## src/rtl/int_controller.sv

```systemverilog
// Eight-pin interrupt controller: synchronises INTS, latches edge/level requests
// into PENDING, masks them onto INT0 (sources 0-3) and INT1 (sources 4-7).
module int_controller #(
    parameter int         SYNC_STAGES = 2,
    parameter logic [7:0] EDGE_RESET  = 8'hFF,
    parameter logic [7:0] MASK_RESET  = 8'h00
) (
    input  logic        CLK,
    input  logic        RESETN,
    input  logic [7:0]  INTS,
    input  logic        SEL,
    input  logic [1:0]  ADDR,
    input  logic [15:0] CPU_DOUT,
    input  logic        RDN,
    input  logic        WR0N,
    input  logic        WR1N,
    output logic [15:0] DOUT,
    output logic        INT0,
    output logic        INT1
);

    // A single-stage synchroniser is never safe, so anything below two is raised to two.
    localparam int STAGES = (SYNC_STAGES < 2) ? 2 : SYNC_STAGES;

    localparam logic [1:0] ADDR_STATUS = 2'd0;
    localparam logic [1:0] ADDR_MASK   = 2'd1;
    localparam logic [1:0] ADDR_VECTOR = 2'd2;
    localparam logic [1:0] ADDR_MODE   = 2'd3;

    logic [7:0]  r_sync [STAGES];
    logic [7:0]  r_prev;
    logic [7:0]  r_pending;
    logic [7:0]  r_mask;
    logic [7:0]  r_mode;
    logic        r_int0;
    logic        r_int1;

    logic [7:0]  w_s;
    logic [7:0]  w_set;
    logic [7:0]  w_clr;
    logic [7:0]  w_active;
    logic        w_wr;
    logic [2:0]  w_vec_idx;
    logic [15:0] w_vector;
    logic [15:0] w_rd_data;
    logic        w_unused;

    // The high-byte strobe and the upper write byte reach no register.
    assign w_unused = &{1'b0, WR1N, CPU_DOUT[15:8]};

    assign w_s      = r_sync[STAGES-1];
    assign w_wr     = SEL & ~WR0N;
    assign w_clr    = {8{w_wr && (ADDR == ADDR_STATUS)}} & CPU_DOUT[7:0];
    assign w_set    = (w_s & ~r_prev & r_mode) | (w_s & ~r_mode);
    assign w_active = r_pending & r_mask;

    always_ff @(posedge CLK or negedge RESETN) begin
        if (!RESETN) begin
            for (int i = 0; i < STAGES; i++) begin
                r_sync[i] <= 8'h00;
            end
        end else begin
            r_sync[0] <= INTS;
            for (int i = 1; i < STAGES; i++) begin
                r_sync[i] <= r_sync[i-1];
            end
        end
    end

    // prev resets low, so a pin already high at reset release looks like a rising edge.
    always_ff @(posedge CLK or negedge RESETN) begin
        if (!RESETN) begin
            r_prev    <= 8'h00;
            r_pending <= 8'h00;
        end else begin
            r_prev    <= w_s;
            r_pending <= w_set | (r_pending & ~w_clr);
        end
    end

    always_ff @(posedge CLK or negedge RESETN) begin
        if (!RESETN) begin
            r_mask <= MASK_RESET;
            r_mode <= EDGE_RESET;
        end else begin
            if (w_wr && (ADDR == ADDR_MASK)) begin
                r_mask <= CPU_DOUT[7:0];
            end
            if (w_wr && (ADDR == ADDR_MODE)) begin
                r_mode <= CPU_DOUT[7:0];
            end
        end
    end

    always_ff @(posedge CLK or negedge RESETN) begin
        if (!RESETN) begin
            r_int0 <= 1'b0;
            r_int1 <= 1'b0;
        end else begin
            r_int0 <= |w_active[3:0];
            r_int1 <= |w_active[7:4];
        end
    end

    assign INT0 = r_int0;
    assign INT1 = r_int1;

    // Descending scan so the lowest active index is the one left standing.
    always_comb begin
        w_vec_idx = 3'd0;
        for (int i = 7; i >= 0; i--) begin
            if (w_active[i]) begin
                w_vec_idx = 3'(i);
            end
        end
    end

    assign w_vector = {|w_active, 12'h000, w_vec_idx};

    always_comb begin
        w_rd_data = 16'h0000;
        case (ADDR)
            ADDR_STATUS: w_rd_data = {8'h00, r_pending};
            ADDR_MASK:   w_rd_data = {8'h00, r_mask};
            ADDR_VECTOR: w_rd_data = w_vector;
            ADDR_MODE:   w_rd_data = {8'h00, r_mode};
            default:     w_rd_data = 16'h0000;
        endcase
    end

    assign DOUT = (RESETN && SEL && !RDN) ? w_rd_data : 16'h0000;

endmodule

```

## config.mk

```make
export PLATFORM = sky130hd
export DESIGN_NAME = int_controller
export DESIGN_NICKNAME = d
export VERILOG_FILES = /design/src/rtl/int_controller.sv
export SDC_FILE = /design/constraint.sdc
export NUM_CORES = 1
export LEC_CHECK = 0
export ABC_AREA = 1
export CAP_MARGIN = 20
export CELL_PAD_IN_SITES_DETAIL_PLACEMENT = 1
export CELL_PAD_IN_SITES_GLOBAL_PLACEMENT = 2
export CORE_MARGIN = 2
export CORE_UTILIZATION = 32
export DETAILED_ROUTE_END_ITERATION = 16
export PLACE_DENSITY = 0.82
export SYNTH_ARGS = -nofsm -noshare
export SYNTH_HDL_FRONTEND = slang
export SYNTH_SLANG_ARGS = --single-unit
```

## constraint.sdc

```tcl
create_clock -name CLK -period 1.7 [get_ports CLK]
set_input_delay 0.34 -clock CLK [delete_from_list [all_inputs] [get_ports CLK]]
set_output_delay 0.34 -clock CLK [all_outputs]
set_load 0.02 [all_outputs]
```

== Yosys cells after proc, flatten, opt, wreduce, memory -nomap -nowiden ==
Cells that the tools add are included.

* Register bits: 50
* Input bits: 32
* Logic and storage cells: 44

* Equal/unequal tests: 3
* Muxes and demuxes: 10
* Bitwise operators: 13
* Reduce and logical (&&, ||, !) cells: 10

{| class="wikitable"
|+ Operators with widths
! operator !! number
|-
| case mux 16 bit (4 select lines) || 1
|-
| bitwise AND 8 bit || 6
|-
| two-way mux 3 bit || 8
|-
| inverter 8 bit || 3
|-
| two-way mux 16 bit || 1
|-
| OR 8 bit || 2
|-
| OR reduction 4 bit || 2
|-
| OR reduction 8 bit || 1
|-
| logical AND 1 bit || 5
|-
| == test 2 bit (second input constant) || 2
|-
| == test 2 x 1 -> 1 bit (second input constant) || 1
|-
| logical NOT 2 bit || 1
|-
| bitwise AND 1 bit || 1
|-
| logical NOT 1 bit || 1
|-
| inverter 1 bit || 1
|}

== Logic depth before layout (Yosys ltp) ==
Gate-level depths: netlist of the first run.

* Word-level depth: 11
* Depth in mapped cells: 10
* Mapped depth without buffers: 10

== Least setup slack after synthesis of the first run ==
No wires, ideal clock.

* Path kind: input to output
* From: input SEL
* To: output DOUT[0]
* Arrival: 1153 ps
* Data required time: 1360 ps
* Path slack: 207 ps
* Stages on the path: 4
* Path through: nand2_1 nor2_1 o21ai_0 a21oi_1

* Longest elaborated chain between the ends: 3

{| class="wikitable"
|+ Ends and longest elaborated chain
! item !! RTL line !! source
|-
| start: declaration || 11 || <nowiki>input logic SEL,</nowiki>
|-
| logical AND 1 bit (2 in a row) || 131 || <nowiki>assign DOUT = (RESETN && SEL && !RDN) ? w_rd_data : 16'h0000;</nowiki>
|-
| two-way mux 16 bit || 131 ||
|-
| end: declaration || 17 || <nowiki>output logic [15:0] DOUT,</nowiki>
|}

No other way between the ends.

== Final worst setup path of the first run ==
* From: register r_pending[6]
* To: output DOUT[0]

* Longest elaborated chain between the ends: 10

{| class="wikitable"
|+ Ends and longest elaborated chain
! item !! RTL line !! source
|-
| start: declaration || 32 || <nowiki>logic [7:0] r_pending;</nowiki>
|-
| start signal: assignment || 77 || <nowiki>r_pending <= w_set | (r_pending & ~w_clr);</nowiki>
|-
| bitwise AND 8 bit || 55 || <nowiki>assign w_active = r_pending & r_mask;</nowiki>
|-
| two-way mux 3 bit (7 in a row) || 112 || <nowiki>if (w_active[i]) begin</nowiki>
|-
| case mux 16 bit (4 select lines) || 122 || <nowiki>case (ADDR)</nowiki>
|-
| two-way mux 16 bit || 131 ||
|}

No other way between the ends. The select of a mux whose other input is x is not followed.

==> impl_metrics.ini, run 1 <==
[clock_network]
cts_tree = built
cts.sinks = 50
clk_pin_slew_worst_paths_ns = 0.09
cts_buffers = 5
worstSkewPairLatency_ns = 0.30
root_buffer = clkbuf_8
clock_path_buffers = 2
htreeDepth = 2

[worst_setup_path]
ff2ff_setup_slack_ns = 0.69
worstPathRequired_ns = 1.36
path_cells = nand2_2, nand2_2, nand2_1, nand2_1, nand2_1, nand2_1, nand2_1, nand2_1, a21oi_2, buf_4
setup.worst_path.end_class = primary output
rr_startpoint = r_mask[2]
timing.rr.end = INT0
path_max_fanout = 3
worst-setup-path-type = flop to primary output
r2r_cells = 6
critPathArrivalTime_ns = 1.48
cp-start-kind = flop
slowest_stage = dfrtp_1
max_stage_delay_ns = 0.40
crit_path_frequent_cell = nand2_1

[pwr]
intPower_uw = 2132
power_density_nw_per_um2 = 985.6
leakage_uw = 0.001436
comb_power_share_pct = 24.5
switching_power_uw = 808.5
p_clk_share_pct = 28.0
pwr-share-seq_pct = 47.5
swShare_pct = 27.50
ir_worst_vdd_mv = 0.5276

[sta]
fin_crit_sh_pct = 107.2
setup_ws_ns = -0.1231
rsz0062_at_grt = yes
period_minus_slack_ns = 1.823
slew_violations = 0
hold_ws_ns = 0.2139
final.setup.tns_ns = -0.3170
fin_skew_ns = 0.006744
clock.fmax_mhz = 548.5
worst_pin_slew_ns = 0.6324
slew_headroom_pct = 57.84
final_hold_viol_count = 0
setup_viol = 4

[synth]
async_flop_share_pct = 100.0
ys_ff_latch = 50
postSynthCellCount = 215
synth_edf_count = 0
yosysUniqueCellTypes = 23
ys_warn_count = 0
synthTopCellsByCount = 77 x nand2_1, 42 x dfrtp_1, 19 x inv_1, 16 x o21ai_2, 10 x o21ai_1
synth_seq_area_share_pct = 60.25
avgSynthCellArea_um2 = 9.736
synth_area_leader_cell = dfrtp_1
synth.most_common_cell = nand2_1
synthFlopType = dfrtp_1
netlist_area_um2 = 2093
synth_area_leaders = dfrtp_1 50%, nand2_1 14%, dfstp_2 10%
post-synth-top-area-fraction_pct = 50.21

[final_layout]
insertedDiodeCount = 0
final_area_um2 = 2983
layout-drive-gt1-share_pct = 41.00
fin_nets = 331
areaGrowthSynthToFinish_pct = 42.50

[floorplan]
rows = 29
die-area_um2 = 7205
core_area_um2 = 6350
die_y_um = 84.88
die_w_um = 84.88
ioPinCount = 50
initial_core_util_pct = 32.97

[hold_path]
min_path_type = primary input to asynchronous set/reset pin

[drt]
drt-wirelength-per-cell_um = 13.57
dr.pass1.iters = 4
drt-initial-drc-count = 26
wirelength_um = 5115
route.detailed.drc = 0
via_count = 1714
antenna_left = 0
drt-vias-per-instance = 4.546

[grt]
grt-ovfl-total = 0
grt_pass1_vias = 1757
grt_max_degree = 51
grt_use_total_pct = 15.03
grt_pass1_wl_um = 8459
antenna_found_initial = 0

[placed_design]
pre_cts_ws_ns = -0.8154
globalplace.congestion = 0.8309
place_area_um2 = 2778
hpwlAfterDp_um = 3680
portBuffers = 33

[job]
drv_cap = 0

[run_status]
failed_checks = setup timing
status = complete, but fails checks
per-stage QoR:
step                      total power (µW)  utilization [%]  instances
after global placement                2042            43.74        364
after detailed placement              2064            43.74        364
final                                 2940            46.98        377
after CTS                             2945            46.19        374
after floorplan                       1719                -        221
after global routing                  3113            46.98        377
routing by layer:
layer  up-vias  wire [µm]  track usage, %
li1        838          -               -
met1       841       2322           20.21
met2        29       2559           24.84
met3         6        163           3.016
met4         0         69           4.329
met5         -          0               0
logic make-up after synthesis:
logic type	synth area share [%]
compound gates	12.91
buf+inv	7.411
flops	60.25
other cells	0.1791
simple gates	19.25
final cells by class:
| class | count | area (µm²) |
|---|---|---|
| fillers | 738 | 3367 |
| flip-flops and latches | 50 | 1261 |
| multi-input cells | 141 | 769.5 |
| repair buffers | 80 | 665.6 |
| well taps | 77 | 96.34 |
| inverters | 21 | 83.83 |
| clock buffers | 7 | 76.32 |
| clock inverters | 1 | 30.03 |
worst max-delay path, delay by kind of cell, from the launching register on:
family,cells,cell delay [ns]
and+or+nand+nor,8,0.49
DFF,1,0.40
buffers and inverters,1,0.15
AOI/OAI and AO/OA,1,0.13
power groups by stage:
stage | combinational [µW] | sequential [µW] | clock (µW)
floorplan | 290 | 1430 | 0
global placement | 632 | 1410 | 0
detailed placement | 650 | 1410 | 0
CTS | 692 | 1400 | 857
global route | 796 | 1410 | 902
finish | 720 | 1400 | 822
worst max-delay path by stage:
stage	from	cells past startpoint	slack (ns)	endpoint
after floorplan	SEL	4	0.21	DOUT[0]
after global placement	ADDR[1]	6	-0.77	DOUT[2]
after detailed placement	ADDR[1]	6	-0.82	DOUT[2]
after CTS	r_pending[6]	10	-0.12	DOUT[0]
after global routing	r_pending[7]	11	-0.25	DOUT[0]
final	r_pending[6]	10	-0.12	DOUT[0]
flip-flops by register name, summed over array words and instances, names as in the netlist:
register,flops
r_mask,8
INT0,1
r_mode,8
r_prev,8
r_sync,8
INT1,1
r_pending,8
w_s,8
layout by cell type (no fill, tap or decap), drive strengths merged:
cell type / netlist / layout
a21oi: 5 / 5
dfstp: 8 / 8
nand3: 4 / 4
clkbuf: 0 / 8
clkdlybuf4s50: 0 / 19
bufinv: 0 / 1
nor2: 7 / 7
a22o: 1 / 1
nand2: 82 / 82
nand4: 1 / 1
dfrtp: 42 / 42
dlygate4sd2: 0 / 2
conb: 1 / 7
o21ai: 30 / 30
clkinv: 1 / 1
a221oi: 3 / 3
nor3b: 1 / 1
inv: 20 / 20
buf: 9 / 58
repair_timing:
action,CTS,global route
endpoints found under the hold margin,0,0
pin swaps,7,8
hold buffers,0,0
resized for setup,72,20
setup buffers,3,3
endpoints found under the setup margin,9,9
No activity file was read; power rests on OpenSTA's default activity.
==> run 2: changes to the inputs <==
--- a/config.mk
+++ b/config.mk
@@ -5,14 +5,13 @@
 export SDC_FILE = /design/constraint.sdc
 export NUM_CORES = 1
 export LEC_CHECK = 0
-export ABC_AREA = 1
 export CAP_MARGIN = 20
 export CELL_PAD_IN_SITES_DETAIL_PLACEMENT = 1
 export CELL_PAD_IN_SITES_GLOBAL_PLACEMENT = 2
 export CORE_MARGIN = 2
-export CORE_UTILIZATION = 32
+export CORE_UTILIZATION = 35
 export DETAILED_ROUTE_END_ITERATION = 16
-export PLACE_DENSITY = 0.82
+export PLACE_DENSITY = 0.83
 export SYNTH_ARGS = -nofsm -noshare
 export SYNTH_HDL_FRONTEND = slang
 export SYNTH_SLANG_ARGS = --single-unit
==> run 2 against run 1 <==
Effect of this change:
- worst hold slack got worse by 0.013 ns
- critical path type unchanged
- clock power decreased by 5.2%
- the run still ends with setup timing left
- fmax decreased by 15%
- largest power group unchanged
- global-route usage increased by 3.3 points
- final cell count decreased by 14%
- non-clock buffer count increased by 9
- clock skew increased by 0.0043 ns
- total power increased by 3.2%
- final area increased by 4.3%
- synthesized cell count decreased by 26%
- register-to-register slack got worse by 0.11 ns
==> impl_metrics.ini, run 2 <==
[run_status]
status = complete, but fails checks
failed_checks = setup timing

[synth]
ys_ff_latch = 50
avgSynthCellArea_um2 = 12.96
post-synth-top-area-fraction_pct = 51.00
synth_edf_count = 0
synth_area_leader_cell = dfrtp_1
netlist_area_um2 = 2061
async_flop_share_pct = 100.0
synthTopCellsByCount = 42 x dfrtp_1, 24 x nand2_1, 22 x mux2_2, 9 x buf_4
ys_warn_count = 0
postSynthCellCount = 159
synth_seq_area_share_pct = 61.20
yosysUniqueCellTypes = 38
synth_area_leaders = dfrtp_1 51%, mux2_2 12%, dfstp_2 10%
synthFlopType = dfrtp_1
synth.most_common_cell = dfrtp_1

[pwr]
ir_worst_vdd_mv = 0.4187
p_clk_share_pct = 25.7
comb_power_share_pct = 27.3
pwr-share-seq_pct = 47.1
switching_power_uw = 807.1
power_density_nw_per_um2 = 975.3
total_power_uw = 3035
leakage_uw = 0.001348
swShare_pct = 26.59
intPower_uw = 2228

[worst_setup_path]
cp-start-kind = flop
critPathArrivalTime_ns = 1.81
slowest_stage = dfrtp_1
worstPathRequired_ns = 1.36
cp.depth = 5
worst-setup-path-type = flop to primary output
path_max_fanout = 2
r2r_cells = 4
critical_path_buf_inv_count = 1
path_cells = a22oi_2, and3b_2, or3_4, a211oi_4, buf_6
crit_family = simple AND/OR/NAND/NOR gates
setup.worst_path.end_class = primary output
max_stage_delay_ns = 0.42

[sta]
slew_headroom_pct = 58.86
fin_crit_sh_pct = 126.3
setup_viol = 9
fin_skew_ns = 0.01106
clock.fmax_mhz = 465.7
rsz0062_at_grt = yes
worst_pin_slew_ns = 0.6171
final_hold_viol_count = 0
setup_ws_ns = -0.4475
hold_ws_ns = 0.2013
slew_violations = 0
period_minus_slack_ns = 2.147

[grt]
antenna_found_initial = 0
grt_pass1_wl_um = 8880
grt_use_total_pct = 18.29
grt_max_degree = 51
grt-ovfl-total = 0
grt_pass1_vias = 1828

[placed_design]
place_area_um2 = 2839
pre_cts_ws_ns = -1.004
globalplace.congestion = 0.7918
hpwlAfterDp_um = 4017
portBuffers = 33

[drt]
antenna_left = 0
drt-vias-per-instance = 5.009
route.detailed.drc = 0
wirelength_um = 5800
dr.pass1.iters = 4
drt-initial-drc-count = 83
via_count = 1618
drt-wirelength-per-cell_um = 17.96

[final_layout]
insertedDiodeCount = 0
layout_commonest_cell = buf_4
final_util_pct = 55.49
fin_nets = 282
fillers = 586
final_area_um2 = 3112
areaGrowthSynthToFinish_pct = 51.00
multi_input_area_um2 = 854.6
final_cell_mix = 48 x buf_4, 42 x dfrtp_1, 24 x nand2_1
layout-drive-gt1-share_pct = 51.39
register_area_um2 = 1261

[floorplan]
core_area_um2 = 5608
rows = 27
initial_core_util_pct = 36.75
die-area_um2 = 6517
die_w_um = 80.73
die_y_um = 80.73
ioPinCount = 50

[clock_network]
cts_tree = built
htreeDepth = 2
root_buffer = clkbuf_8
cts_buffers = 5
worstSkewPairLatency_ns = 0.30
cts.sinks = 50
clk_pin_slew_worst_paths_ns = 0.09
clock_path_buffers = 2
postCtsHoldBufs = 0

[job]
drv_cap = 0

[hold_path]
min_path_type = primary input to asynchronous set/reset pin
## run 2: cell count changes in the layout (fill, tap and decap cells not counted), sizes merged, moves of 7 or more
cell	delta
nand2	-58
a22o	+7
inv	-19
a22oi	+8
o21ai	-29
buf	+9
mux2	+22
## run 2: repair_timing
| item | CTS | global route |
|---|---|---|
| gates resized for setup | 46 | 41 |
| setup buffers | 0 | 8 |
| setup endpoints to repair | 9 | 10 |
| pin swaps | 2 | 9 |
## run 2: power groups by stage
stage                     combinational [µW]  sequential, µW  clock [µW]
after floorplan                          319            1440           0
after global placement                   687            1430           0
after detailed placement                 724            1440           0
after CTS                                739            1420         803
after global routing                     899            1440         859
final                                    828            1430         779
## run 2: cell families after synthesis
group	Yosys count	synth area share, %
and+or+nand+nor	46	11.54
DFF	50	61.20
AOI/OAI and AO/OA	27	10.63
other	1	0.1820
muxes	23	12.51
buffers and inverters	12	3.946
## run 2: final timing paths
kind	slack, ns	from	to
max	-0.45	r_mask[5]	DOUT[2]
min	0.20	RESETN	r_pending[5]
max reg2reg	0.58	r_pending[1]	INT0
min reg2reg	0.36	r_sync[8]	w_s[0]
max in group asynchronous	1.09	RESETN	r_pending[7]
min in group CLK	0.36	r_sync[8]	w_s[0]
## run 2: metal layers
layer	global-route usage [%]	routed length [µm]	up-vias
li1	-	-	733
met1	20.61	2280	821
met2	32.92	3085	48
met3	4.667	274	16
met4	7.627	160	0
met5	0	0	-
## run 2: worst reg2reg max path: stages (launching register included)
cell     delay (ns)
dfrtp_1        0.40
a22oi_2        0.25
nand3_2        0.11
buf_4          0.14
buf_4          0.12
## run 2: final cells by class
cell class,instances,share of cell area [%]
well taps,72,2.895
multi-input cells,103,27.46
inverters,1,0.1206
clock buffers,8,3.538
repair buffers,89,25.45
flip-flops and latches,50,40.53
## run 2: per-stage QoR
step	TNS, ns	cells
CTS	-3.100	316
finish	-1.764	323
global route	-2.318	323
floorplan	0	165
detailed placement	-13.30	308
global placement	-11.40	308
==> run 3: changes to the inputs <==
--- a/config.mk
+++ b/config.mk
@@ -11,6 +11,7 @@
 export CORE_MARGIN = 2
 export CORE_UTILIZATION = 35
 export DETAILED_ROUTE_END_ITERATION = 16
+export GPL_TIMING_DRIVEN = 0
 export PLACE_DENSITY = 0.83
 export SYNTH_ARGS = -nofsm -noshare
 export SYNTH_HDL_FRONTEND = slang
==> run 3 against run 2 <==
Effect of this change:
- worst setup slack better by 0.054 ns
- flip-flop and latch count unchanged
- via count down 6.1%
- die area unchanged
- final cell count down 6.8%
- the run still ends with setup timing left
- total power down 6.9%
- clock-buffer cell count down 2
- clock power down 9.2%
- first-iteration DRC count down 13%
==> impl_metrics.ini, run 3 (synthesis results as in run 2) <==
[run_status]
status = complete, but fails checks
failed_checks = setup timing

[sta]
slew_headroom_pct = 42.79
period_minus_slack_ns = 2.093
setup_viol = 8
worst_pin_slew_ns = 0.8553
slew_violations = 0
clock.fmax_mhz = 477.8
fin_skew_ns = 0.01297
fin_crit_sh_pct = 123.1
rsz0062_at_grt = yes
setup_ws_ns = -0.3930
final_hold_viol_count = 0

[floorplan]
rows = 27
die_y_um = 80.73
initial_core_util_pct = 36.75
ioPinCount = 50
die_w_um = 80.73
core_area_um2 = 5608
die-area_um2 = 6517

[grt]
grt_pass1_vias = 1627
grt_use_total_pct = 17.60
grt_pass1_wl_um = 8487
antenna_found_initial = 0
grt-ovfl-total = 0
grt_max_degree = 30

[pwr]
intPower_uw = 2048
power_density_nw_per_um2 = 960.1
total_power_uw = 2825
leakage_uw = 0.001213
switching_power_uw = 777.5
pwr-share-seq_pct = 51.0
p_clk_share_pct = 25.0
comb_power_share_pct = 24.0
ir_worst_vdd_mv = 0.4266
swShare_pct = 27.52

[final_layout]
final_cell_mix = 41 x dfrtp_1, 28 x buf_4, 23 x nand2_1
insertedDiodeCount = 0
layout-drive-gt1-share_pct = 47.16
layout_commonest_cell = dfrtp_1
areaGrowthSynthToFinish_pct = 42.81
fin_nets = 260
fillers = 579
final_util_pct = 52.48

[hold_path]
hold_path_end = w_s[5]
hold_depth = 0
min_path_type = flop to flop
holdCritStartpoint = r_sync[13]

[worst_setup_path]
critPathArrivalTime_ns = 1.75
r2r_cells = 4
timing.rr.end = INT0
rr_startpoint = r_mask[1]
worst-setup-path-type = flop to primary output
cp-start-kind = flop
setup.worst_path.end_class = primary output
cp-startpoint = r_pending[4]
slowest_stage = dfrtp_1
ff2ff_setup_slack_ns = 0.61
path_max_fanout = 4
max_stage_delay_ns = 0.44
path_cells = a22oi_2, and3b_1, or3_4, a211oi_4, buf_6
worstPathRequired_ns = 1.36

[clock_network]
clock_path_buffers = 2
root_buffer = clkbuf_8
cts_buffers = 5
cts.sinks = 50
htreeDepth = 2
cts_tree = built
clk_pin_slew_worst_paths_ns = 0.10
worstSkewPairLatency_ns = 0.30

[placed_design]
hpwlAfterDp_um = 3268
pre_cts_ws_ns = -1.153
portBuffers = 31
globalplace.congestion = 0.7643

[drt]
wirelength_um = 5190
antenna_left = 0
drt-initial-drc-count = 72
dr.pass1.iters = 4
drt-vias-per-instance = 5.050
via_count = 1520
drt-wirelength-per-cell_um = 17.24
route.detailed.drc = 0

[job]
drv_cap = 0
==> run 3: changes by cell type in the layout (fill, tap and decap cells not counted), sizes merged <==
cell	before	now
clkinvlp	0	1
clkinv	0	1
clkbuf	8	6
dlygate4sd3	0	2
dlygate4sd2	0	2
dlymetal6s2s	3	0
buf	67	44
==> run 3: power groups by stage <==
stage                     logic, µW  clock network [µW]  registers (µW)
after CTS                       634                 737            1440
final                           677                 707            1440
after global routing            737                 772            1460
after detailed placement        493                   0            1470
after floorplan                 319                   0            1440
after global placement          473                   0            1450
==> run 3: worst max-delay path by stage <==
stage,depth (start not counted),endpoint,slack [ns]
after floorplan,4,DOUT[2],0.02
after global placement,5,DOUT[1],-3.10
after detailed placement,5,DOUT[1],-1.15
after CTS,5,DOUT[2],-0.38
after global routing,5,DOUT[2],-0.46
final,5,DOUT[2],-0.39
==> run 3: layout make-up <==
type	instances	area (µm²)	area share (%)
Tap cell	72	90.09	3.061
Inverter	1	3.754	0.1276
Sequential cell	50	1262	42.90
Timing Repair Buffer	56	535.5	18.20
Multi-Input combinational cell	103	870.8	29.59
Clock buffer	6	82.58	2.806
Clock inverter	2	12.51	0.4252
Buffer	11	85.08	2.891
==> run 3: worst max-delay path, delay by kind of cell, from the launching register on <==
kind / cells / cell delay, ns
buffers and inverters: 1 / 0.14
AOI/OAI and AO/OA: 2 / 0.30
DFF: 1 / 0.44
and+or+nand+nor: 2 / 0.58
==> run 3: metrics by stage <==
step	instances	instance area, µm²	hold slack, ns	TNS, ns
after floorplan	165	2121	0.04441	0
after global placement	268	2521	0.3327	-79.65
after detailed placement	269	2536	0.3371	-14.35
after CTS	298	2877	0.3581	-1.538
after global routing	301	2943	0.3626	-2.065
final	301	2943	0.3561	-1.531
==> run 3: per-layer routing <==
metal | global-route usage (%) | vias up | routed length [µm]
met4 | 5.085 | 0 | 80
met1 | 22.71 | 780 | 2249
li1 | - | 687 | -
met3 | 3.889 | 8 | 270
met5 | 0 | - | 0
met2 | 29.92 | 45 | 2589
==> run 3: timing repair <==
| item | CTS | global route |
|---|---|---|
| endpoints found under the setup margin | 17 | 9 |
| gates resized for setup | 67 | 13 |
| endpoints found under the hold margin | 18 | 0 |
| hold buffers | 2 | 0 |
| pin swaps | 8 | 5 |
| setup buffers | 19 | 5 |
==> patch, RTL diff (flow settings as in run 3) <==
Put a register stage on the output `DOUT`. The value now appears one clock later. The other outputs are not delayed to match.
--- a/src/rtl/int_controller.sv
+++ b/src/rtl/int_controller.sv
@@ -130,3 +130,5 @@
 
-    assign DOUT = (RESETN && SEL && !RDN) ? w_rd_data : 16'h0000;
+    always_ff @(posedge CLK) begin
+        DOUT <= (RESETN && SEL && !RDN) ? w_rd_data : 16'h0000;
+    end
 
Check against the original RTL: not equivalent (a bounded check fails within 4 cycles, from zero or initial values and one cycle with RESETN low).
==> patch against run 3 <==
First-iteration DRC count up 60%; area after synthesis up 10%; final area down 1.3%; clock skew down 0.0048 ns; setup slack better by 0.50 ns; synthesized cell count up 8.2%; count of clock-buffer cells in the layout up 7; total power up 14%; sequential cell count up 9; non-clock buffer count down 20; wire length down 9.1%; highest routed layer unchanged.
==> patch: results (changes against run 3) <==
Routing
The routed wire length is 4716 um (-9.1%). The met3 wirelength from detailed routing was 273 um (+1.1%). The total number of vias is 1473 (-3.1%). The starting DRC count in detailed routing came to 115 (+60%). In this run the top signal layer used is met4. The met1 wire length was 2209 um (-1.8%). The number of detailed-route iterations in the first pass was 4 (unchanged). The length of routed met2 wiring is 2153 um (-17%).

GRT
The first-pass GRT wire length is 7955 um (-6.3%). The global-route usage over all layers came to 14.76% (-2.8 points). The number of antenna violations at the first check in global routing is 0 (unchanged).

The maximum number of pins on one net before global-route repair is 29 (-3.3%).

Critical path
The worst endpoint data arrival time is 1.25 ns (-0.50 ns). The library cell contributing the largest single delay on the critical path is sky130_fd_sc_hd__clkdlybuf4s50_1. The delay of the slowest critical-path stage is 0.60 ns (+0.16 ns). The reg-to-reg endpoint is DOUT[0]. The number of cells traversed by the worst register-to-register path is 4 (unchanged). In this run the critical register-to-register path is launched from r_pending[3]. The start point of the critical path is INT0. The reg-to-reg setup timing slack was 0.48 ns (-0.13 ns). The capturing instance or port of the critical path is INT0. The largest fanout on the critical path is 1 (-3). Grouping stages by cell kind, the critical path spends the most delay in buffers and inverters.

Synth
The commonest cells after synthesis are sky130_fd_sc_hd__dfrtp_1, sky130_fd_sc_hd__nand2_1, sky130_fd_sc_hd__nor2_1, sky130_fd_sc_hd__a21oi_1. The synthesis warning total was 0 (unchanged). The number of distinct standard cells referenced by the synthesized netlist is 32 (-16%). Ranked by total cell area, the synthesized netlist is headed by sky130_fd_sc_hd__dfrtp_1, sky130_fd_sc_hd__dfstp_2, sky130_fd_sc_hd__dfxtp_1. The commonest register cell after synthesis is sky130_fd_sc_hd__dfrtp_1.

The async set-reset flop share out of synthesis was 84.75% (-15 points). The sequential cell area fraction in the yosys report is 63.44% (+2.2 points).

CTS
The post-cts hold buffer count came to 0 (-2). The number of buffers on the longest clock path is 2 (unchanged). The number of gates given a new drive strength after cts is 0 (-100%).

The clock-pin slew on the worst setup and hold paths is 0.06 ns (-0.04 ns). The clock latency on the worst-skew pair was 0.33 ns (+0.03 ns). The cell sitting at the root of the clock tree is a sky130_fd_sc_hd__clkbuf_8. The CTS buffer count is 9 (+4).

The post-CTS setup-driven buffer insertion count is 2 (-17). The H-tree level count was 3 (+1).

Timing
The final number of max-transition violations was 0 (unchanged). The setup clock skew after layout was 0.008166 ns (-0.004809 ns). The worst slew margin relative to its limit is 61.77% (+19 points).

Status
The flow ran to the end, and the final reports show no timing, DRC or antenna violations.

Hold path
The path class of the tightest hold or removal check is input pin to async pin.

Place
The count of buffers from port buffering is 32 (+3.2%). The total half-perimeter wirelength after legalization and detailed placement came to 3185 um (-2.5%). The global placer's final weighted congestion came to 0.7850 (+2.7%).

Layout
The total number of nets in the final design is 256 (-1.5%). The register bank with the most flops is DOUT. The total inserted antenna cells was 0 (unchanged). The register with the most flip-flops in the layout has 9 of them. The share of post-route cells with drive strength above 1 is 24.02% (-23 points).

Power
The reported leakage power is 1.224 nW (+0.92%). The worst voltage drop across the vdd grid came to 0.4492 mV (+5.3%).
[patch: cell count changes after synthesis, moves of 6 or more]
| cell | delta |
|---|---|
| sky130_fd_sc_hd__mux2_2 | -14 |
| sky130_fd_sc_hd__dfxtp_1 | +9 |
| sky130_fd_sc_hd__a21oi_1 | +8 |
| sky130_fd_sc_hd__mux2_4 | +8 |
| sky130_fd_sc_hd__nor2_1 | +8 |
| sky130_fd_sc_hd__mux2i_1 | +6 |
[patch: power breakdown]
part / switching (mW) / internal [mW]
registers: 0.106 / 1.57
logic: 0.206 / 0.264
clock network: 0.519 / 0.562
total: 0.831 / 2.39
[patch: area by class of cell]
| class | instances | area [um2] |
|---|---|---|
| Fill cell | 691 | 3408 |
| Sequential cell | 59 | 1441 |
| Multi-Input combinational cell | 107 | 758.2 |
| Timing Repair Buffer | 35 | 350.3 |
| Clock buffer | 13 | 148.9 |
| Tap cell | 77 | 96.34 |
| Buffer | 12 | 95.09 |
| Clock inverter | 3 | 15.01 |
[patch: how the worst min path moves through the flow]
stage | from | to | slack, ns | cells after the start
6_report | RESETN | r_sync[15] | 0.003 | 1
4_1_cts | RESETN | r_sync[15] | 0.005 | 1
5_1_grt | RESETN | w_s[7] | 0.03 | 1
3_5_place_dp | r_sync[11] | w_s[3] | 0.34 | 0
2_1_floorplan | RESETN | INT0 | 0.04 | 0
3_3_place_gp | r_sync[15] | w_s[7] | 0.33 | 0
[patch: per-layer routing]
metal / track usage (%) / up-vias
li1: - / 695
met1: 19.81 / 726
met2: 21.76 / 43
met3: 5.310 / 9
met4: 6.061 / 0
met5: 0 / -
[patch: logic make-up (layout without fill, tap and decap cells)]
group	Yosys count	in the layout	share of synthesized area, %
and+or+nand+nor	48	48	10.90
DFF	59	59	63.44
other	1	7	0.1650
muxes	23	23	12.34
buffers and inverters	12	63	4.185
AOI/OAI and AO/OA	29	29	8.976
[patch: stage by stage]
stage / worst slack (ns) / cell area [um2] / utilization, % / total power [mW] / std cells
floorplan: 0.4393 / 2295 / - / 1.973 / 178
global placement: -2.219 / 2711 / 42.94 / 2.150 / 287
detailed placement: -0.4280 / 2726 / 43.18 / 2.175 / 288
CTS: 0.07803 / 2905 / 46.02 / 3.273 / 306
global route: 0.05449 / 2905 / 46.02 / 3.404 / 306
finish: 0.1057 / 2905 / 46.02 / 3.226 / 306
